==> src/rtl/alu_issue_ctrl.sv <==
// alu_issue_ctrl: initiator side of the ALU interface.
// Takes one operation at a time on a valid/ready request channel, drives the
// ALU for a single cycle, waits out the ALU result and zero-flag latency and
// returns the captured values on a valid/ready response channel.
module alu_issue_ctrl #(
  parameter int DATA_W  = 16,
  parameter int OP_W    = 3,
  parameter int RES_LAT = 1
) (
  input  logic              clk,
  input  logic              rst,
  // request channel
  input  logic              req_valid,
  output logic              req_ready,
  input  logic [OP_W-1:0]   req_op,
  input  logic [DATA_W-1:0] req_a,
  input  logic [DATA_W-1:0] req_b,
  // response channel
  output logic              resp_valid,
  input  logic              resp_ready,
  output logic [DATA_W-1:0] resp_data,
  output logic              resp_zero,
  output logic              resp_err,
  output logic [15:0]       op_count,
  // ALU side
  output logic [OP_W-1:0]   alu_op,
  output logic [DATA_W-1:0] alu_in1,
  output logic [DATA_W-1:0] alu_in2,
  input  logic [DATA_W-1:0] alu_out,
  input  logic              alu_z
);

  localparam logic [OP_W-1:0] OP_ADD = OP_W'(1);
  localparam logic [OP_W-1:0] OP_SUB = OP_W'(2);
  localparam logic [OP_W-1:0] OP_SHL = OP_W'(3);
  localparam logic [OP_W-1:0] OP_SHR = OP_W'(4);

  // Wait counter runs RES_LAT-1 down to 0; the zero cycle is the capture cycle.
  localparam int              CNT_W     = (RES_LAT > 1) ? $clog2(RES_LAT) : 1;
  localparam logic [CNT_W-1:0] WCNT_INIT = CNT_W'(RES_LAT - 1);

  typedef enum logic [2:0] {
    S_IDLE  = 3'd0,
    S_ISSUE = 3'd1,
    S_WAIT  = 3'd2,
    S_ZFLAG = 3'd3,
    S_RESP  = 3'd4
  } state_t;

  state_t              r_state;
  state_t              w_next;
  logic [OP_W-1:0]     r_op;
  logic [DATA_W-1:0]   r_in1;
  logic [DATA_W-1:0]   r_in2;
  logic [CNT_W-1:0]    r_wcnt;
  logic [DATA_W-1:0]   r_data;
  logic                r_zero;
  logic                r_err;
  logic [15:0]         r_cnt;

  logic                w_accept;
  logic                w_legal;
  logic                w_wait_done;
  logic                w_resp_hs;

  assign w_accept    = req_valid && (r_state == S_IDLE);
  assign w_legal     = (req_op == OP_ADD) || (req_op == OP_SUB) ||
                       (req_op == OP_SHL) || (req_op == OP_SHR);
  assign w_wait_done = (r_wcnt == '0);
  assign w_resp_hs   = (r_state == S_RESP) && resp_ready;

  // State register.
  always_ff @(posedge clk) begin
    if (rst) r_state <= S_IDLE;
    else     r_state <= w_next;
  end

  // Next-state logic: illegal ops skip the ALU entirely and go straight to RESP.
  always_comb begin
    w_next = r_state;
    case (r_state)
      S_IDLE:  if (w_accept) w_next = w_legal ? S_ISSUE : S_RESP;
      S_ISSUE: w_next = S_WAIT;
      S_WAIT:  if (w_wait_done) w_next = S_ZFLAG;
      S_ZFLAG: w_next = S_RESP;
      S_RESP:  if (resp_ready) w_next = S_IDLE;
      default: w_next = S_IDLE;
    endcase
  end

  // State-decoded outputs; the opcode reaches the ALU only during ISSUE, so
  // reset or any other state forces the ALU to hold.
  always_comb begin
    req_ready  = (r_state == S_IDLE);
    resp_valid = (r_state == S_RESP);
    alu_op     = (r_state == S_ISSUE) ? r_op : '0;
  end

  // Operand latch, latency counter, result/zero capture and completion count.
  always_ff @(posedge clk) begin
    if (rst) begin
      r_op   <= '0;
      r_in1  <= '0;
      r_in2  <= '0;
      r_wcnt <= '0;
      r_data <= '0;
      r_zero <= 1'b0;
      r_err  <= 1'b0;
      r_cnt  <= '0;
    end else begin
      case (r_state)
        S_IDLE: begin
          if (w_accept && w_legal) begin
            r_op  <= req_op;
            r_in1 <= req_a;
            r_in2 <= req_b;
          end else if (w_accept) begin
            r_err  <= 1'b1;
            r_data <= '0;
            r_zero <= 1'b0;
          end
        end
        S_ISSUE: r_wcnt <= WCNT_INIT;
        S_WAIT: begin
          if (w_wait_done) r_data <= alu_out;
          else             r_wcnt <= r_wcnt - 1'b1;
        end
        S_ZFLAG: begin
          r_zero <= alu_z;
          r_cnt  <= r_cnt + 16'd1;
        end
        S_RESP: if (w_resp_hs) r_err <= 1'b0;
        default: ;
      endcase
    end
  end

  assign alu_in1   = r_in1;
  assign alu_in2   = r_in2;
  assign resp_data = r_data;
  assign resp_zero = r_zero;
  assign resp_err  = r_err;
  assign op_count  = r_cnt;

endmodule

==> config.mk <==
export PLATFORM = sky130hd
export DESIGN_NAME = alu_issue_ctrl
export DESIGN_NICKNAME = d
export VERILOG_FILES = /design/src/rtl/alu_issue_ctrl.sv
export SDC_FILE = /design/constraint.sdc
export NUM_CORES = 1
export LEC_CHECK = 0
export BUFFER_PORTS_ARGS = -buffer_cell sky130_fd_sc_hd__clkbuf_2
export CAP_MARGIN = 30
export CORE_ASPECT_RATIO = 2
export CORE_MARGIN = 2
export CORE_UTILIZATION = 24
export DETAILED_ROUTE_END_ITERATION = 10
export GPL_ROUTABILITY_DRIVEN = 0
export SKIP_CTS_REPAIR_TIMING = 1
export SYNTH_ARGS = -nofsm -noshare
export SYNTH_HDL_FRONTEND = slang
export SYNTH_SLANG_ARGS = --single-unit
==> constraint.sdc <==
create_clock -name clk -period 5 [get_ports clk]
set_input_delay 0.25 -clock clk [delete_from_list [all_inputs] [get_ports clk]]
set_output_delay 0.25 -clock clk [all_outputs]
set_load 0.01 [all_outputs]
# Word-level counts from Yosys, hierarchy flattened
# Cells that the tools add are included.
[classes]
n_addsub = 2
n_eq_ne = 13
mux = 19
n_reduce_logical = 16
[op_table]
columns = ["op", "count"]
rows = [
  ["$mux 16", 3],
  ["$pmux 16 s2", 1],
  ["$add 16x1->16 const B", 1],
  ["$mux 3", 5],
  ["$pmux 3 s5", 1],
  ["$eq 3x2->1 const B", 4],
  ["$reduce_and 4->1", 2],
  ["$reduce_bool 2->1", 4],
  ["$eq 3x1->1 const B", 2],
  ["$eq 3x3->1 const B", 2],
  ["$mux 1", 6],
  ["$ne 2x1->1 const B", 3],
  ["$pmux 1 s2", 3],
  ["$reduce_and 3->1", 2],
  ["$ne 2x2->1 const B", 2],
  ["$logic_and 1x1->1", 3],
  ["$logic_not 3->1", 1],
  ["$logic_or 1x1->1", 3],
  ["$reduce_and 2->1", 1],
  ["$sub 1x1->1 const B", 1],
]
[word_totals]
ff_bits = 73
inputBits = 56
output_inout_bits = 71

# Logic depth before layout (Yosys ltp)
# Gate-level depths: netlist (run 1).
[logic_depth]
depth_word = 7
depth_mapped = 7

# Worst setup path after synthesis (run 1)
# OpenSTA, ideal clock, no wires.
[synth_timing]
path_kind = "register -> register"
startpoint = "register r_cnt[2], in the netlist op_count[2]"
endpoint = "register r_cnt[15], in the netlist op_count[15]"
arrival_ns = 1.664
path_slack_ns = 3.215
stages_incl_launch_ff = 6
cell_sequence = "dfxtp_1 > nand3_2 > or3_1 > buf_2 > nor4_1 > mux2_2"
[synth_between]
elab_chain_cells = 1
[synth_rtl]
columns = ["element", "line_no", "rtl"]
rows = [
  ["start, declared", "59", "logic [15:0] r_cnt;"],
  ["start signal, assigned", "130", "r_cnt <= r_cnt + 16'd1;"],
  ["$add 16x1->16", "130", ""],
]
# Every way passes these cells.
# A chain may end at the register's enable or synchronous reset.

# Final worst setup path (run 1)
[layout_timing]
startpoint = "register r_state[1]"
endpoint = "register r_in1[2], in the netlist alu_in1[2]"
[layout_between]
elab_chain_cells = 4
[layout_rtl]
columns = ["element", "line_no", "rtl"]
rows = [
  ["start, declared", "50", "state_t r_state;"],
  ["start signal, assigned", "75", "else r_state <= w_next;"],
  ["$logic_not 3->1 (*)", "66, 111", ""],
  ["$logic_and 1x1->1", "66", "assign w_accept = req_valid && (r_state == S_IDLE);"],
  ["$logic_and 1x1->1", "113", "if (w_accept && w_legal) begin"],
  ["$reduce_and 2->1 (no source line) (*)", "n/a", ""],
  ["end signal, assigned", "115", "r_in1 <= req_a;"],
  ["end, declared", "53", "logic [DATA_W-1:0] r_in1;"],
]
# Mark *: on every way between the ends. The rest lies on a longest branch, timed or not.

==> reports/qor.yml, run 1 <==
outcome:
  status: "complete, no violations"
yosys:
  synth_area_per_cell_um2: 10.3
  synth_top_area_cell: "dfxtp_1"
  synth-main-ff-cell: "dfxtp_1"
  synth_warnings: 0
  ys_seq_area_frac: 0.524
  synth_edf_count: 0
  ys_top_cells_by_area: "dfxtp_1 (52%), mux2i_1 (13%), nor2_1 (6.6%), a22o_1 (5.1%), xor2_1 (2.2%)"
  synth_top_area_share: 0.524
  async_flop_share: 0
  ys_types: 42
  synth_cells: 268
  ys_ff_latch: 72
  syn_nets: 325
  syn_area_um2: 2750
sta:
  period_needed_ns: 2.18
  setup_viol: 0
  slew_headroom: 0.575
  period_share: 0.436
  final_hold_viol_count: 0
  slew_viol_final: 0
  rsz0062_at_grt: "false"
  fmax_ghz: 0.459
  skew_ns: 0.00761
  tightest_slew_ns: 0.637
  tns_ns: 0
critical_path:
  timing_worst_setup_path_type: "flip-flop to flip-flop"
  crit_start: "r_state[1]"
  worst_r2r_startpoint: "r_state[1]"
  arrival_ns: 2.37
  critical_path.top_delay_family: "simple AND/OR/NAND/NOR gates"
  cp.buffers_inverters: 1
  required_ns: 5.19
  crit_chain: "nor3_2 > nand4_1 > buf_4 > mux2i_1 > nor2_1"
  start_kind: "flip-flop"
  critPathSlowestCell: "nand4_1"
  crit_fanout: 18
  max_stage_delay_ns: 0.52
  endpoint_kind: "flip-flop"
power:
  p_leak_nw: 1.90
  power_density_nw_per_um2: 365
  p_sw_frac: 0.256
  pwr-share-comb: 0.130
  power_frac_seq: 0.457
  peakVddDrop_mv: 0.156
  pwr-share-clk: 0.412
  total_power_mw: 1.38
  switchingPower_uw: 353
  p_int_mw: 1.03
clocking:
  cts_buffers: 9
  clkSinkCount: 72
  clock_path_buffers: 2
  clk_pin_slew_ns: 0.06
  cts_tree: "built"
  clock_latency_ns: 0.33
  clock-root-buffer: "clkbuf_16"
  htree_levels: 3
die:
  coreArea_um2: 11200
  start_util: 0.245
  row_count: 55
  die_w_um: 79.7
  dieArea_um2: 12400
  die_y_um: 155
  ios: 127
placement:
  port_buffers: 126
  dpl.hpwl_mm: 5.56
  dpl.cell_count: 524
global_route:
  grt_pass1_vias: 2232
  grt-ovfl-total: 0
  grt_pass1_wl_mm: 11.1
  antenna_found_initial: 0
  grt_usage: 0.119
  grt_max_degree: 61
detailed_routing:
  detail_route.wl_per_cell_um: 13.4
  drt_iter0_drc: 76
  routed_wl_mm: 7.22
  detail-route-antenna-nets: 0
  drc: 0
  via_count: 2402
  viasPerCell: 4.45
  dr.pass1.iters: 4
finish:
  stdcell_count: 540
  final_core_util: 0.337
  drive_gt1_frac: 0.384
  final_net_count: 450
  area_growth_pct: 37.5
  nFillCells: 1150
  diodes: 0
hold_path:
  hold_path.class: "primary input to flip-flop"
  min-delay-start: "alu_out[9]"
job:
  drv_cap: 0
-- area by class of cell --
type	instances	area [um2]	share of cell area
clock buffer	11	233	0.0615
clock inverter	5	33.8	0.00893
inverter	3	11.3	0.00298
multi-input combinational	176	1210	0.320
sequential	72	1440	0.381
tap	142	178	0.0470
timing repair buffer	131	676	0.179
-- per-layer routing --
| layer | vias to the layer above | GRT usage | share of wire |
|---|---|---|---|
| met5 | - | 0 | 0 |
| met4 | 0 | 0.0616 | 0.019 |
| met3 | 12 | 0.0290 | 0.040 |
| met2 | 66 | 0.221 | 0.58 |
| met1 | 1134 | 0.119 | 0.36 |
| li1 | 1190 | - | - |
-- power by group through the flow --
stage	clock, mW	combinational, mW	sequential [mW]
2_1_floorplan	0	0.104	0.646
3_3_place_gp	0	0.176	0.643
3_5_place_dp	0	0.182	0.643
4_1_cts	0.589	0.183	0.631
5_1_grt	0.614	0.196	0.636
6_report	0.569	0.180	0.631
-- cell usage in the layout (no fill, tap or decap), types with 5 or more instances in the layout --
| master | synthesis | layout |
|---|---|---|
| a21oi_1 | 7 | 7 |
| xor2_1 | 7 | 7 |
| nand4_1 | 5 | 5 |
| nand2_1 | 11 | 11 |
| mux2i_1 | 35 | 35 |
| clkbuf_16 | 0 | 9 |
| clkbuf_2 | 0 | 126 |
| dfxtp_1 | 72 | 72 |
| a22o_1 | 16 | 16 |
| nor2_1 | 48 | 48 |
-- flip-flops by register name, indices dropped and copies added, names as in the netlist --
register,flops
alu_in1,16
alu_in2,16
op_count,16
resp_data,16
r_op,3
r_state,3
resp_err,1
resp_zero,1
-- synth_stat cells, drive strengths merged (2+ instances only) --
| master | number |
|---|---|
| or4 | 2 |
| and2 | 4 |
| o31ai | 3 |
| xor2 | 7 |
| clkbuf | 5 |
| nand4 | 5 |
| nand2 | 11 |
| o21ai | 3 |
| nor4 | 3 |
| a22o | 16 |
| inv | 3 |
| a21oi | 7 |
| and4 | 2 |
| nand3 | 5 |
| or3 | 4 |
| mux2i | 35 |
| dfxtp | 72 |
| buf | 12 |
| xnor2 | 4 |
| nor2 | 48 |
| nor4b | 2 |
| nor3 | 2 |
-- path summary, 6_finish.rpt --
| check | end | slack (ns) | cells past startpoint |
|---|---|---|---|
| setup / recovery | alu_in1[2] | 2.82 | 5 |
| hold / removal | resp_data[9] | 0.14 | 2 |
| setup reg to reg | alu_in1[2] | 2.82 | 5 |
| hold reg to reg | resp_data[9] | 0.47 | 1 |
-- cell families after synthesis --
family,synth area share
AND/OR/NAND/NOR,0.172
flip-flops,0.524
multiplexers,0.131
AO/OA/AOI/OAI,0.0964
buffers and inverters,0.0364
XOR/XNOR,0.0350
adder cells (fa/ha/maj),0.00455
-- stage by stage --
| stage | setup WS, ns | area [um2] | hold slack (ns) |
|---|---|---|---|
| 2_1_floorplan | 3.22 | 2750 | 0.383 |
| 3_3_place_gp | 2.30 | 3490 | 0.458 |
| 3_5_place_dp | 2.84 | 3510 | 0.457 |
| 4_1_cts | 2.84 | 3780 | 0.121 |
| 5_1_grt | 2.62 | 3780 | 0.133 |
| 6_report | 2.82 | 3780 | 0.139 |
Note: power is estimated with default switching activity, not from simulation.
==> run 2: changes to the inputs <==
clock period = 2 ns   (was 5 ns; I/O delays follow)
==> run 2 against run 1 <==
The run now ends with hold timing left; clock skew shrank 0.0023 ns; worst setup slack lost 2.7 ns; non-clock buffer count grew 18; hold slack lost 0.15 ns; first-iteration DRC count shrank 11%; critical path type unchanged; critical endpoint is now op_count[15].
==> reports/qor.yml, run 2 (synthesis results as in run 1) <==
outcome:
  status: "finished, violations left"
  violations: "hold timing"
critical_path:
  timing_worst_setup_path_type: "flip-flop to flip-flop"
  critPathSlowestCell: "or3_1"
  arrival_ns: 2.05  # -0.32 ns
  start_kind: "flip-flop"
  required_ns: 2.21  # -2.98 ns
  cp.buffers_inverters: 0  # -1
  crit_chain: "nand2_1 > or3_1 > nor4_1 > mux2_2"
  critical_path.top_delay_family: "simple AND/OR/NAND/NOR gates"
  endpoint_kind: "flip-flop"
  crit_fanout: 6  # -12
  max_stage_delay_ns: 0.47  # -0.05 ns
clocking:
  htree_levels: 3  # unchanged
  clock_path_buffers: 2  # unchanged
  clock-root-buffer: "clkbuf_16"
  cts_tree: "built"
  clk_pin_slew_ns: 0.06  # about the same
  cts_buffers: 9  # unchanged
  clkSinkCount: 72  # unchanged
  clock_latency_ns: 0.33  # about the same
sta:
  tightest_slew_ns: 0.447  # -0.190 ns
  hold_slack_ns: -0.0124  # -0.152 ns
  finalWorstSetupSlack_ns: 0.160  # -2.66 ns
  rsz0062_at_grt: "false"
  tns_ns: 0  # unchanged
  period_share: 0.920  # +0.484
  period_needed_ns: 1.84  # -0.340 ns
  final_hold_viol_count: 6  # +6
  slew_headroom: 0.699  # +0.124
  skew_ns: 0.00526  # -0.00235 ns
  setup_viol: 0  # unchanged
  slew_viol_final: 0  # unchanged
  fmax_ghz: 0.544  # +18%
power:
  power_density_nw_per_um2: 946  # +160%
  p_leak_nw: 2.01  # +5.8%
  peakVddDrop_mv: 0.376  # +140%
global_route:
  antenna_found_initial: 0  # unchanged
  grt-ovfl-total: 0  # unchanged
  grt_pass1_vias: 2366  # +6.0%
  grt_max_degree: 22  # -64%
  grt_pass1_wl_mm: 11.6  # +4.1%
  grt_usage: 0.122  # +0.00286
detailed_routing:
  drc: 0  # unchanged
  detail-route-antenna-nets: 0  # unchanged
  detail_route.wl_per_cell_um: 13.4  # +0.32%
  drt_iter0_drc: 68  # -11%
  viasPerCell: 4.40  # -1.0%
  dr.pass1.iters: 4  # unchanged
  routed_wl_mm: 7.47  # +3.5%
  via_count: 2452  # +2.1%
hold_path:
  hold_path.class: "primary input to flip-flop"
die:
  start_util: 0.245  # unchanged
  coreArea_um2: 11200  # unchanged
  die_w_um: 79.7  # unchanged
  ios: 127  # unchanged
  row_count: 55  # unchanged
  die_y_um: 155  # unchanged
  dieArea_um2: 12400  # unchanged
job:
  drv_cap: 0  # unchanged
finish:
  final_cell_mix: "clkbuf_2 (126), dfxtp_1 (72), nor2_1 (48), mux2i_1 (35), a22o_1 (16)"
  final_common_cell: "clkbuf_2"
  diodes: 0  # unchanged
  drive_gt1_frac: 0.390  # +0.00594
  final_net_count: 468  # +4.0%
  area_growth_pct: 45.0
placement:
  port_buffers: 126  # unchanged
  place_ws_ns: 0.158  # -2.68 ns
  dpl.hpwl_mm: 5.53  # -0.65%
==> run 2: path summary, 6_finish.rpt <==
check	from	end	slack, ns	depth (start not counted)
worst min register to register	resp_data[6]	resp_data[6]	0.48	1
worst min-delay path	alu_out[14]	resp_data[14]	-0.01	2
worst max-delay path	op_count[0]	op_count[15]	0.16	4
worst max register to register	op_count[0]	op_count[15]	0.16	4
==> run 2: area by class of cell <==
type                       instances  area [um2]
fill                            1148        7230
sequential                        72        1440
multi-input combinational        176        1210
timing repair buffer             149         828
clock buffer                      10         239
tap                              142         178
clock inverter                     5        81.3
inverter                           3        11.3
==> run 2: routing by layer <==
layer	up-vias	GRT usage	routed length [um]
li1	1223	-	-
met1	1143	0.124	2730
met2	71	0.223	4180
met3	15	0.0296	344
met4	0	0.0665	221
met5	-	0	0
==> run 2: per-stage QoR <==
stage	util	power (mW)	std cells	area [um2]	hold WS [ns]
after floorplan	-	1.87	268	2750	0.233
after CTS	0.347	3.82	547	3890	-0.0248
after detailed placement	0.318	2.07	532	3570	0.322
after global routing	0.355	3.95	557	3990	0.000585
final	0.355	3.77	557	3990	-0.0124
after global placement	0.318	2.06	532	3570	0.318
==> run 2: where the power goes <==
part           switching, mW  internal [mW]  leakage [nW]  total, mW
combinational          0.255          0.234          1.27      0.489
clock                  0.605           1.12         0.155       1.72
sequential            0.0449           1.52         0.585       1.56
total                  0.905           2.87          2.01       3.77
==> run 2: worst reg2reg max path, stage by stage, from the launching register on <==
cell and delay (ns):
dfxtp_1 0.41, nand2_1 0.13, or3_1 0.47, nor4_1 0.35, mux2_2 0.37
